## config.mk

```make
export PLATFORM = sky130hd
export DESIGN_NAME = fb_color_quantize
export DESIGN_NICKNAME = d
export VERILOG_FILES = /design/src/rtl/fp_types_pkg.sv /design/src/rtl/fb_dither_quant_ch.sv /design/src/rtl/fb_color_quantize.sv
export SDC_FILE = /design/constraint.sdc
export NUM_CORES = 1
export LEC_CHECK = 0
export CORE_MARGIN = 2
export CORE_UTILIZATION = 40
export CTS_CLUSTER_SIZE = 30
export DETAILED_ROUTE_END_ITERATION = 7
export GPL_TIMING_DRIVEN = 1
export HOLD_SLACK_MARGIN = 0.03
export SYNTH_ARGS = -nofsm -noshare
export SYNTH_HDL_FRONTEND = slang
export SYNTH_HIERARCHICAL = 1
export SYNTH_SLANG_ARGS = --single-unit
```

## constraint.sdc

```tcl
create_clock -name clk -period 2.3 [get_ports clk]
set_clock_uncertainty 0.2 [all_clocks]
set_input_delay 0.46 -clock clk [delete_from_list [all_inputs] [get_ports clk]]
set_output_delay 0.46 -clock clk [all_outputs]
set_load 0.02 [all_outputs]
```

## src/rtl/fp_types_pkg.sv

```systemverilog
// rtl/fp_types_pkg.sv - fixed-point color types, constants and helpers
package fp_types_pkg;

    typedef logic signed [15:0] q4_12_t;

    localparam q4_12_t Q412_ONE  = 16'sh1000;
    localparam q4_12_t Q412_HALF = 16'sh0800;

    // 4x4 ordered-dither thresholds, row-major: index = {y[1:0], x[1:0]}
    localparam logic [3:0] BAYER4 [16] = '{
        4'd0,  4'd8,  4'd2,  4'd10,
        4'd12, 4'd4,  4'd14, 4'd6,
        4'd3,  4'd11, 4'd1,  4'd9,
        4'd15, 4'd7,  4'd13, 4'd5
    };

    // Clamp a Q4.12 value to the unit interval; result is 0..0x1000
    function automatic logic [12:0] clamp_unorm_q412(input q4_12_t v);
        logic [12:0] r;
        if (v < 16'sd0) begin
            r = 13'd0;
        end else if (v >= Q412_ONE) begin
            r = 13'h1000;
        end else begin
            r = v[12:0];
        end
        return r;
    endfunction

    // True when clamping actually changes the value (exactly 1.0 passes untouched)
    function automatic logic is_clamped_q412(input q4_12_t v);
        return (v < 16'sd0) || (v > Q412_ONE);
    endfunction

    // Rounding offset added before the >>12: Bayer threshold centred in its bucket, or one half
    function automatic logic [11:0] dither_offset(input logic [1:0] x, input logic [1:0] y,
                                                  input logic en);
        logic [11:0] d;
        if (en) begin
            d = {BAYER4[{y, x}], 8'h80};
        end else begin
            d = Q412_HALF[11:0];
        end
        return d;
    endfunction

endpackage

```

## src/rtl/fb_dither_quant_ch.sv

```systemverilog
// rtl/fb_dither_quant_ch.sv - clamp, scale and quantize for one color channel
module fb_dither_quant_ch
    import fp_types_pkg::*;
#(
    parameter int CH_W = 5
) (
    input  q4_12_t            ch_in,
    input  logic [11:0]       dither_d,
    output logic [CH_W+11:0]  p_out,
    output logic              clamp_out,
    input  logic [CH_W+11:0]  p_in,
    output logic [CH_W-1:0]   q_out
);

    localparam int P_W = CH_W + 12;
    localparam logic [P_W-1:0] MULT = P_W'((1 << CH_W) - 1);

    logic [12:0] c;
    logic        unused_frac;

    // Front half feeds the stage-1 register; back half reads the registered product
    always_comb begin
        c         = clamp_unorm_q412(ch_in);
        clamp_out = is_clamped_q412(ch_in);
        p_out     = P_W'(c) * MULT + P_W'(dither_d);
        q_out     = p_in[P_W-1:12];
    end

    assign unused_frac = ^p_in[11:0];

endmodule

```

## src/rtl/fb_color_quantize.sv

```systemverilog
// rtl/fb_color_quantize.sv - two-stage clamp/dither/RGB565 quantizer with clamp counter
module fb_color_quantize
    import fp_types_pkg::*;
#(
    parameter int CNT_W = 16,
    parameter int XY_W  = 10
) (
    input  logic              clk,
    input  logic              rst_n,
    input  logic              in_valid,
    output logic              in_ready,
    input  q4_12_t            in_r,
    input  q4_12_t            in_g,
    input  q4_12_t            in_b,
    input  logic [XY_W-1:0]   in_x,
    input  logic [XY_W-1:0]   in_y,
    input  logic              dither_en,
    output logic              out_valid,
    input  logic              out_ready,
    output logic [15:0]       out_rgb565,
    output logic [XY_W-1:0]   out_x,
    output logic [XY_W-1:0]   out_y,
    output logic [CNT_W-1:0]  clamp_cnt,
    input  logic              clamp_cnt_clr
);

    logic              s1_valid_q, s1_valid_d;
    logic [16:0]       s1_p_r_q,   s1_p_r_d;
    logic [17:0]       s1_p_g_q,   s1_p_g_d;
    logic [16:0]       s1_p_b_q,   s1_p_b_d;
    logic [XY_W-1:0]   s1_x_q,     s1_x_d;
    logic [XY_W-1:0]   s1_y_q,     s1_y_d;

    logic              s2_valid_q, s2_valid_d;
    logic [15:0]       s2_rgb_q,   s2_rgb_d;
    logic [XY_W-1:0]   s2_x_q,     s2_x_d;
    logic [XY_W-1:0]   s2_y_q,     s2_y_d;

    logic [CNT_W-1:0]  clamp_cnt_q, clamp_cnt_d;

    logic        s1_adv;
    logic        in_fire;
    logic [11:0] dither_d;
    logic [16:0] p_r;
    logic [17:0] p_g;
    logic [16:0] p_b;
    logic        clamp_r, clamp_g, clamp_b;
    logic [4:0]  q_r;
    logic [5:0]  q_g;
    logic [4:0]  q_b;

    assign s1_adv   = !s2_valid_q || out_ready;
    assign in_ready = !s1_valid_q || s1_adv;
    assign in_fire  = in_valid && in_ready;
    assign dither_d = dither_offset(in_x[1:0], in_y[1:0], dither_en);

    fb_dither_quant_ch #(.CH_W(5)) u_ch_r (
        .ch_in     (in_r),
        .dither_d  (dither_d),
        .p_out     (p_r),
        .clamp_out (clamp_r),
        .p_in      (s1_p_r_q),
        .q_out     (q_r)
    );

    fb_dither_quant_ch #(.CH_W(6)) u_ch_g (
        .ch_in     (in_g),
        .dither_d  (dither_d),
        .p_out     (p_g),
        .clamp_out (clamp_g),
        .p_in      (s1_p_g_q),
        .q_out     (q_g)
    );

    fb_dither_quant_ch #(.CH_W(5)) u_ch_b (
        .ch_in     (in_b),
        .dither_d  (dither_d),
        .p_out     (p_b),
        .clamp_out (clamp_b),
        .p_in      (s1_p_b_q),
        .q_out     (q_b)
    );

    // Elastic two-stage pipeline: stage 1 holds scaled products, stage 2 the packed pixel
    always_comb begin
        s1_valid_d = s1_valid_q;
        s1_p_r_d   = s1_p_r_q;
        s1_p_g_d   = s1_p_g_q;
        s1_p_b_d   = s1_p_b_q;
        s1_x_d     = s1_x_q;
        s1_y_d     = s1_y_q;
        s2_valid_d = s2_valid_q;
        s2_rgb_d   = s2_rgb_q;
        s2_x_d     = s2_x_q;
        s2_y_d     = s2_y_q;

        if (in_fire) begin
            s1_valid_d = 1'b1;
            s1_p_r_d   = p_r;
            s1_p_g_d   = p_g;
            s1_p_b_d   = p_b;
            s1_x_d     = in_x;
            s1_y_d     = in_y;
        end else if (s1_adv) begin
            s1_valid_d = 1'b0;
        end

        if (s1_adv) begin
            s2_valid_d = s1_valid_q;
            if (s1_valid_q) begin
                s2_rgb_d = {q_r, q_g, q_b};
                s2_x_d   = s1_x_q;
                s2_y_d   = s1_y_q;
            end
        end
    end

    // Saturating count of accepted fragments that needed clamping; clear wins
    always_comb begin
        clamp_cnt_d = clamp_cnt_q;
        if (clamp_cnt_clr) begin
            clamp_cnt_d = '0;
        end else if (in_fire && (clamp_r || clamp_g || clamp_b) && !(&clamp_cnt_q)) begin
            clamp_cnt_d = clamp_cnt_q + CNT_W'(1);
        end
    end

    // State registers; reset drops anything in flight
    always_ff @(posedge clk or negedge rst_n) begin
        if (!rst_n) begin
            s1_valid_q  <= 1'b0;
            s1_p_r_q    <= '0;
            s1_p_g_q    <= '0;
            s1_p_b_q    <= '0;
            s1_x_q      <= '0;
            s1_y_q      <= '0;
            s2_valid_q  <= 1'b0;
            s2_rgb_q    <= '0;
            s2_x_q      <= '0;
            s2_y_q      <= '0;
            clamp_cnt_q <= '0;
        end else begin
            s1_valid_q  <= s1_valid_d;
            s1_p_r_q    <= s1_p_r_d;
            s1_p_g_q    <= s1_p_g_d;
            s1_p_b_q    <= s1_p_b_d;
            s1_x_q      <= s1_x_d;
            s1_y_q      <= s1_y_d;
            s2_valid_q  <= s2_valid_d;
            s2_rgb_q    <= s2_rgb_d;
            s2_x_q      <= s2_x_d;
            s2_y_q      <= s2_y_d;
            clamp_cnt_q <= clamp_cnt_d;
        end
    end

    assign out_valid  = s2_valid_q;
    assign out_rgb565 = s2_rgb_q;
    assign out_x      = s2_x_q;
    assign out_y      = s2_y_q;
    assign clamp_cnt  = clamp_cnt_q;

endmodule

```

### Word-level counts from Yosys, hierarchy flattened

Memories as Yosys holds them, arrays and structs flattened.
Cells that the tools add are included.
Widths: inputs -> output; s select.

* register bits: 126
* bits in latches: 0
* RAM bits: 0
* bits in read-only memories: 64
* bits of input ports: 74
* logic and storage cells: 60
* memories: 1

* add/sub/neg operators: 4
* multiply operators: 3
* div/mod/pow operators: 0
* magnitude comparators: 10
* eq/ne operators: 0
* shifts and indexed selects: 0
* mux-type cells: 13
* bitwise gates (word level): 1
* reductions and logical operators: 17

Memory list
* (no name shown): depth 16, bits a word 4, read ports 1, clocked after memory_dff 0, write ports 0, RTL line fp_types_pkg.sv:40 `d = {BAYER4[{y, x}], 8'h80};`

Operator list (number)
* $mux 13: 6
* $ge 16x14->1 const B: 3
* $gt 16x14->1 const B: 3
* $lt 16x1->1 const B: 3
* $add 17x12->17: 2
* $mul 13x5->17 const B: 2
* $mux 16: 2
* $add 18x12->18: 1
* $mul 13x6->18 const B: 1
* $add 16x1->16 const B: 1
* $reduce_and 16->1: 1
* $mux 12: 1
* $mux 4: 2
* $logic_or 1x1->1: 7
* $ge 5x5->1 const B: 1
* $not 4->5: 1
* $reduce_bool 2->1: 2
* $logic_and 1x1->1: 3
* $logic_not 1->1: 3
* $mux 1: 2
* $reduce_and 2->1: 1

### Logic depth before layout (Yosys ltp)

Gate-level depths: netlist of run 1.

* depth in word-level cells: 8
* gate-level depth with buffers: 18
* depth with buffers taken out: 17

### Hierarchy

The synthesis of run 1 kept the hierarchy.

By module, submodules not included
* fb_color_quantize: times used 1, cells an instance 342, area an instance 5011.1 µm²
* fb_dither_quant_ch (u_ch_g): times used 1, cells an instance 279, area an instance 2371.0 µm²
* fb_dither_quant_ch (u_ch_r): times used 1, cells an instance 255, area an instance 2169.6 µm²
* fb_dither_quant_ch (u_ch_b): times used 1, cells an instance 239, area an instance 2112.0 µm²

### Worst setup path after synthesis of run 1

No wires, ideal clock.

* path kind: input -> register
* start point: input in_g[15]
* end point: register s1_p_g_q[15]
* arrival time: 5.044 ns
* setup slack: -3.069 ns
* cell stages on the path: 18
* cells stage by stage: nor4_1 -> clkbuf_1 -> nand2_1 -> fa_1 -> inv_1 -> fa_1 -> inv_1 -> fa_1 -> fa_1 -> inv_1 -> ha_1 -> buf_2 -> nand3_1 -> nor4_1 -> nor2_1 -> a21bo_1 -> xnor2_1 -> mux2_2

* word-level cells in the longest chain between the ends: 5
* elaborated cells on any way between the ends: 6

RTL lines
* from (decl): RTL line fb_color_quantize.sv:13 `input q4_12_t in_g,`
* $ge 16x14->1: RTL line fp_types_pkg.sv:22 `end else if (v >= Q412_ONE) begin`
* $mux 13: RTL line fp_types_pkg.sv:22
* $mux 13 *: RTL line fp_types_pkg.sv:20 `if (v < 16'sd0) begin`
* $mul 13x6->18 *: RTL line fb_dither_quant_ch.sv:25 `p_out = P_W'(c) * MULT + P_W'(dither_d);`
* $add 18x12->18 *: RTL line fb_dither_quant_ch.sv:25
* via p_g[15]: RTL line fb_color_quantize.sv:45 `logic [17:0] p_g;`
* to (signal assigned): RTL line fb_color_quantize.sv:145 `s1_p_g_q <= s1_p_g_d;`
* to (decl): RTL line fb_color_quantize.sv:29 `logic [17:0] s1_p_g_q, s1_p_g_d;`

The timed path passes the listed nets; every way through them passes the cells marked *.
A chain may end at the register's enable or synchronous reset.

### Final worst setup path of run 1

Same ends and word-level chain as after synthesis.

==> impl_results.md, run 1 <==
- DR iter-0 viols: around 270
- Num CTS Buffers: 9
- Max Cap Violations: 0
- RSZ-0062 raised after global routing: yes
- WL per Instance: around 14 um
- Dpl hpwl: 18200 um
- Setup violations, final: 32
- Inst Count DP: about 1600
- # IOs: 128
- Minimum hold slack: ~0.22 ns
- CP bufs+invs: 6
- Global-route wire length before repair: 39400 um
- Clk_lat worst skew: ~0.35 ns
- Post-Place Worst Slack: -3.25 ns
- Worst slew pin tran: 0.825 ns
- Gr ovfl total: 0
- Drt first pass iters: 4
- Leakage power: 6.85 nW
- Reg clk slew, reported paths: 0.07 ns
- Worst hold stages: 2
- Fmax: 215 MHz
- Row count: 57
- Largest net degree at the start of global routing: 91
- Min cycle time layout: 4.66 ns
- # DRC: 0
- Tot GR Track Use: roughly 18%
- Worst Path Required: 2.33 ns
- Cells after synthesis: 974
- Cell Chain, Critical Path: buf_8, nor4_4, buf_6, and2_4, inv_4, fa_1, inv_1, fa_1, inv_1, fa_2, fa_1, inv_2, ha_4, nand3_2, nor4_4, nor2_2, a21bo_1, xnor2_1, mux2_2
- Post-route ant nets: 0
- Hold/Removal Path Class: input port to flip-flop
- Final wirelength: around 23000 um
- Crit. path cell count: 19
- Yosys Warn Count: 6
- Die X: 161 um
- # H-tree levels: 3
- Die Y: 161 um
- Top delay family on crit path: adder cells
- Avg Inst Size Synth: slightly above 10 um2
- Pwr/cell area: between 400 and 500 nW/um2
- CP peak stage delay: roughly 0.55 ns
- Relative slew slack: 44.9%
- CP max-delay cell: fa_1
- R2R depth: 5
- Final nets: 1569
- Layout overhead on the synthesized area: 46.0%
- Hold_sp: in_x[1]
- Initial antenna violation count: 2
- Tcrit/Tclk final: 202%
- Final TNS setup: -33.27 ns
- Routability cong.: 0.806
- Crit start category: input port
- Vias in the first global route: 8184
- DR vias/cell: 4.84
- Arr. time, crit path: roughly 4.7 ns
- Clock tree buffer depth: 2
- Most frequent CP cell: fa_1
- Layout cells sized above 1: 42.8%
- VDD IR max: around 0.47 mV
- Final Hold Fails: 0
- Number of port buffers: ~130
- CP Capture Type: flip-flop
- # clock sinks: 90
- Area of the core: 24300 um2
- Netlist Area Pre-Place: 9890 um2
- Crit-path max FO: 8
- Max-slew violations: 0
- Cell Count, Final, Fillers Out: ~1600
- Total vias in the final route: 7784
- Setup Crit Path Kind: input port to flip-flop
- Failing checks: setup timing
- Initial Util: 40.7%
- Origin of the worst setup path: in_g[15]
- Die area: between 20000 and 30000 um2
- Run status: finished with violations
- CTS tree: done
- Setup ws final: -2.36 ns
- Root Driver: clkbuf_16
- RR Startpoint: s1_valid_q
repair_timing:
action,CTS,global route
endpoints found under the hold margin,90,0
hold buffers,1,0
setup endpoints to repair,33,32
gates cloned,3,0
buffers inserted,19,6
resized for setup,273,142
pin swaps,106,84
sequential cells by signal (all words and copies together), names as in the netlist:
| signal | flops |
|---|---|
| clamp_cnt | 16 |
| s1_p_r_q | 5 |
| s1_valid_q | 1 |
| s1_p_b_q | 5 |
| out_x | 10 |
| s1_x_q | 10 |
| out_y | 10 |
| out_valid | 1 |
| s1_p_g_q | 6 |
| s1_y_q | 10 |
| out_rgb565 | 16 |
per-stage QoR:
stage	util [%]	total power, W	cell area [um2]
3_5_place_dp	53.4	0.00485	13000
3_3_place_gp	53.4	0.00483	13000
2_1_floorplan	-	0.00375	10400
6_report	59.4	0.00666	14400
4_1_cts	57.3	0.00657	13900
5_1_grt	59.4	0.00709	14400
per-layer routing:
layer | wire length [um] | GRT usage, % | share of wire, %
met2 | 11600 | 30.6 | 50
met5 | 13 | 0 | 0.056
met4 | 216 | 3.04 | 0.93
met3 | 936 | 3.29 | 4.0
met1 | 10400 | 25.1 | 45
where the power goes:
part           switching (W)  total [W]  leakage (nW)  internal [W]
combinational        0.00141    0.00299          5.60       0.00158
sequential          0.000203    0.00213          1.09       0.00193
clock               0.000669    0.00153         0.149      0.000863
layout make-up:
type / instances / area, um2
clock buffer: 9 / 225
timing repair buffer: 312 / 2760
inverter: 201 / 792
tap: 324 / 405
sequential: 90 / 2250
clock inverter: 7 / 83.8
fill: 2103 / 9880
antenna: 1 / 2.50
multi-input combinational: 664 / 7920
worst register-to-register path, stage by stage (launching register included):
cell and delay (ns):
dfrtp_1 0.39, and3b_4 0.21, buf_4 0.16, or3_4 0.44, or4_4 0.54, a21oi_2 0.15
layout by cell type (no fill, tap or decap), types with 19 or more instances in the layout:
| master | n |
|---|---|
| inv_1 | 152 |
| nor2_1 | 23 |
| ha_1 | 70 |
| conb_1 | 21 |
| dfrtp_1 | 90 |
| buf_4 | 156 |
| a21oi_1 | 25 |
| buf_6 | 27 |
| xnor2_1 | 19 |
| clkdlybuf4s50_1 | 71 |
| inv_2 | 35 |
| fa_1 | 110 |
| mux2_2 | 61 |
| ha_4 | 26 |
worst paths after layout:
| check | end | slack, ns |
|---|---|---|
| worst max register to register | clamp_cnt[10] | 0.14 |
| max in group asynchronous | out_rgb565[7] | 1.04 |
| worst min register to register | out_valid | 0.29 |
| min in group asynchronous | clamp_cnt[5] | 0.49 |
| worst min-delay path | s1_x_q[1] | 0.22 |
| worst max-delay path | s1_p_g_q[15] | -2.36 |
No activity file was read; power rests on OpenSTA's default activity.
==> run 2: changes to the inputs <==
--- a/config.mk
+++ b/config.mk
@@ -11,6 +11,7 @@
 export DETAILED_ROUTE_END_ITERATION = 7
 export GPL_TIMING_DRIVEN = 1
 export HOLD_SLACK_MARGIN = 0.03
+export SETUP_SLACK_MARGIN = 0.02
 export SYNTH_ARGS = -nofsm -noshare
 export SYNTH_HDL_FRONTEND = slang
 export SYNTH_HIERARCHICAL = 1
==> run 2 against run 1 <==
The run still ends with setup timing left. Power down 3.8%. Cell count up 0.19%. Die area unchanged. First-iteration DRC count fell by 14%. Register-to-register slack got worse by 0.08 ns. Critical endpoint is now s1_p_g_q[16]. Largest cell class unchanged.
==> impl_results.md, run 2 (same netlist as run 1, synthesis figures left out) <==
- Run status: finished with violations (unchanged)
- Failing checks: setup timing (unchanged)
- Max Cap Violations: 0 (unchanged)
- CTS tree: done (unchanged)
- Drt first pass iters: 4 (unchanged)
- Relative slew slack: 51.7% (was 44.9%)
- Reg clk slew, reported paths: 0.06 ns (was 0.07 ns)
- Filler cells: 2072 (was 2103)
- Worst slew pin tran: 0.721 ns (was 0.825 ns)
- Initial antenna violation count: 1 (was 2)
- CP Capture Type: flip-flop (unchanged)
- Number of port buffers: 127 (unchanged)
- Worst Path Required: 2.33 ns (about the same)
- Initial Util: 40.7% (unchanged)
- Dpl hpwl: 17900 um (was 18200 um)
- # DRC: 0 (unchanged)
- DR iter-0 viols: 234 (was 273)
- Crit-path max FO: 7 (was 8)
- Final nets: 1573 (was 1569)
- # diodes: 0 (was 1)
- Setup violations, final: 32 (unchanged)
- Cell Area, Placed: 13000 um2 (about the same)
- Vias in the first global route: 8235 (was 8184)
- Most frequent cells in the layout: 159 x inv_1, 157 x buf_4, 110 x fa_1 (was 156 x buf_4, 152 x inv_1, 110 x fa_1)
- Global-route wire length before repair: 39200 um (was 39400 um)
- Crit start category: input port (unchanged)
- Cell Chain, Critical Path: buf_8, nor4_4, buf_6, buf_6, nand2_4, fa_1, buf_4, fa_2, fa_2, fa_1, inv_1, ha_4, a21o_1, or3_4, and3_4, a21boi_2, o311ai_2, mux2_4 (was buf_8, nor4_4, buf_6, and2_4, inv_4, fa_1, inv_1, fa_1, inv_1, fa_2, fa_1, inv_2, ha_4, nand3_2, nor4_4, nor2_2, a21bo_1, xnor2_1, mux2_2)
- # H-tree levels: 3 (unchanged)
- Minimum hold slack: 0.295 ns (was 0.221 ns)
- Total vias in the final route: 7723 (was 7784)
- # clock sinks: 90 (unchanged)
- Gr ovfl total: 0 (unchanged)
- Fmax: 211 MHz (was 215 MHz)
- WL per Instance: 14.1 um (was 14.4 um)
- Max-slew violations: 0 (unchanged)
- Row count: 57 (unchanged)
- Crit. path cell count: 18 (was 19)
- Largest net degree at the start of global routing: 91 (unchanged)
- Hold/Removal Path Class: flip-flop to flip-flop (was input port to flip-flop)
- Min cycle time layout: 4.73 ns (was 4.66 ns)
- Commonest non-fill, non-tap cell in the layout: inv_1 (was buf_4)
- Die area: 26000 um2 (unchanged)
- Pwr/cell area: 447 nW/um2 (was 461 nW/um2)
- Num CTS Buffers: 9 (unchanged)
- Fin area: 14300 um2 (was 14400 um2)
- Tcrit/Tclk final: 206% (was 202%)
- Top delay family on crit path: adder cells (unchanged)
- Clock tree buffer depth: 2 (unchanged)
- Post-route ant nets: 0 (unchanged)
- R2R Setup Slk: 0.06 ns (was 0.14 ns)
- Leakage power: 6.75 nW (was 6.85 nW)
- Layout overhead on the synthesized area: 45.0% (was 46.0%)
- Setup ws final: -2.43 ns (was -2.36 ns)
- Routability cong.: 0.823 (was 0.806)
- Root Driver: clkbuf_16 (unchanged)
- RSZ-0062 raised after global routing: yes (unchanged)
- Die X: 161 um (unchanged)
- Final wirelength: 22700 um (was 23100 um)
- CP bufs+invs: 5 (was 6)
- Tot GR Track Use: 18.3% (was 18.2%)
- Area of the core: 24300 um2 (unchanged)
- Worst hold stages: 1 (was 2)
- CP peak stage delay: 0.54 ns (was 0.55 ns)
- DR vias/cell: 4.79 (was 4.84)
- R2R depth: 5 (unchanged)
- VDD IR max: 0.445 mV (was 0.473 mV)
- Die Y: 161 um (unchanged)
- Layout cells sized above 1: 41.7% (was 42.8%)
- Setup Crit Path Kind: input port to flip-flop (unchanged)
- Arr. time, crit path: 4.76 ns (was 4.69 ns)
- CP max-delay cell: fa_2 (was fa_1)
- Final Hold Fails: 0 (unchanged)
- # IOs: 128 (unchanged)
- Clk_lat worst skew: 0.34 ns (was 0.35 ns)
## run 2: routing by layer
layer  part of all wire, %  global-route usage, %  vias to the layer above
met2                    49                   30.4                       99
li1                      -                      -                     3785
met5                 0.031                      0                        -
met3                   4.6                   3.57                       15
met4                  0.92                   3.86                        2
met1                    46                   25.1                     3822
## run 2: timing repair
item                       in CTS  in global routing
cloned                          1                  0
gates resized for setup       289                 91
hold buffers                    1                  0
pin swaps                     103                 69
buffers inserted               25                  4
setup endpoints to repair      33                 32
hold endpoints to repair       90                  0
## run 2: worst paths after layout
kind | startpoint | endpoint
min in group asynchronous | rst_n | clamp_cnt[4]
setup reg to reg | s1_valid_q | clamp_cnt[5]
max in group asynchronous | rst_n | out_rgb565[15]
hold / removal | s1_y_q[0] | out_y[0]
hold reg to reg | s1_y_q[0] | out_y[0]
setup / recovery | in_g[12] | s1_p_g_q[16]
## run 2: final cells by class
type	instances	area, um2	area share (%)
Timing Repair Buffer	317	2830	19.7
Multi-Input combinational cell	663	7800	54.4
Clock inverter	2	12.5	0.0872
Sequential cell	90	2250	15.7
Tap cell	324	405	2.83
Inverter	201	785	5.47
Clock buffer	14	254	1.77
## run 2: per-stage QoR
stage	TNS, ns	power (W)	std cells	worst slack (ns)	utilization [%]
global placement	-63.09	0.00483	1564	-3.21	53.6
global route	-37.31	0.00685	1611	-2.56	59.0
CTS	-33.87	0.00638	1607	-2.44	57.3
finish	-33.74	0.00640	1611	-2.43	59.0
detailed placement	-64.43	0.00486	1564	-3.34	53.6
floorplan	-34.99	0.00376	994	-2.60	-
## run 2: power by group
part           switching [W]  total (W)  internal, W  leakage [nW]
clock               0.000587    0.00135     0.000762         0.127
sequential          0.000182    0.00211      0.00193          1.09
combinational        0.00140    0.00294      0.00155          5.53
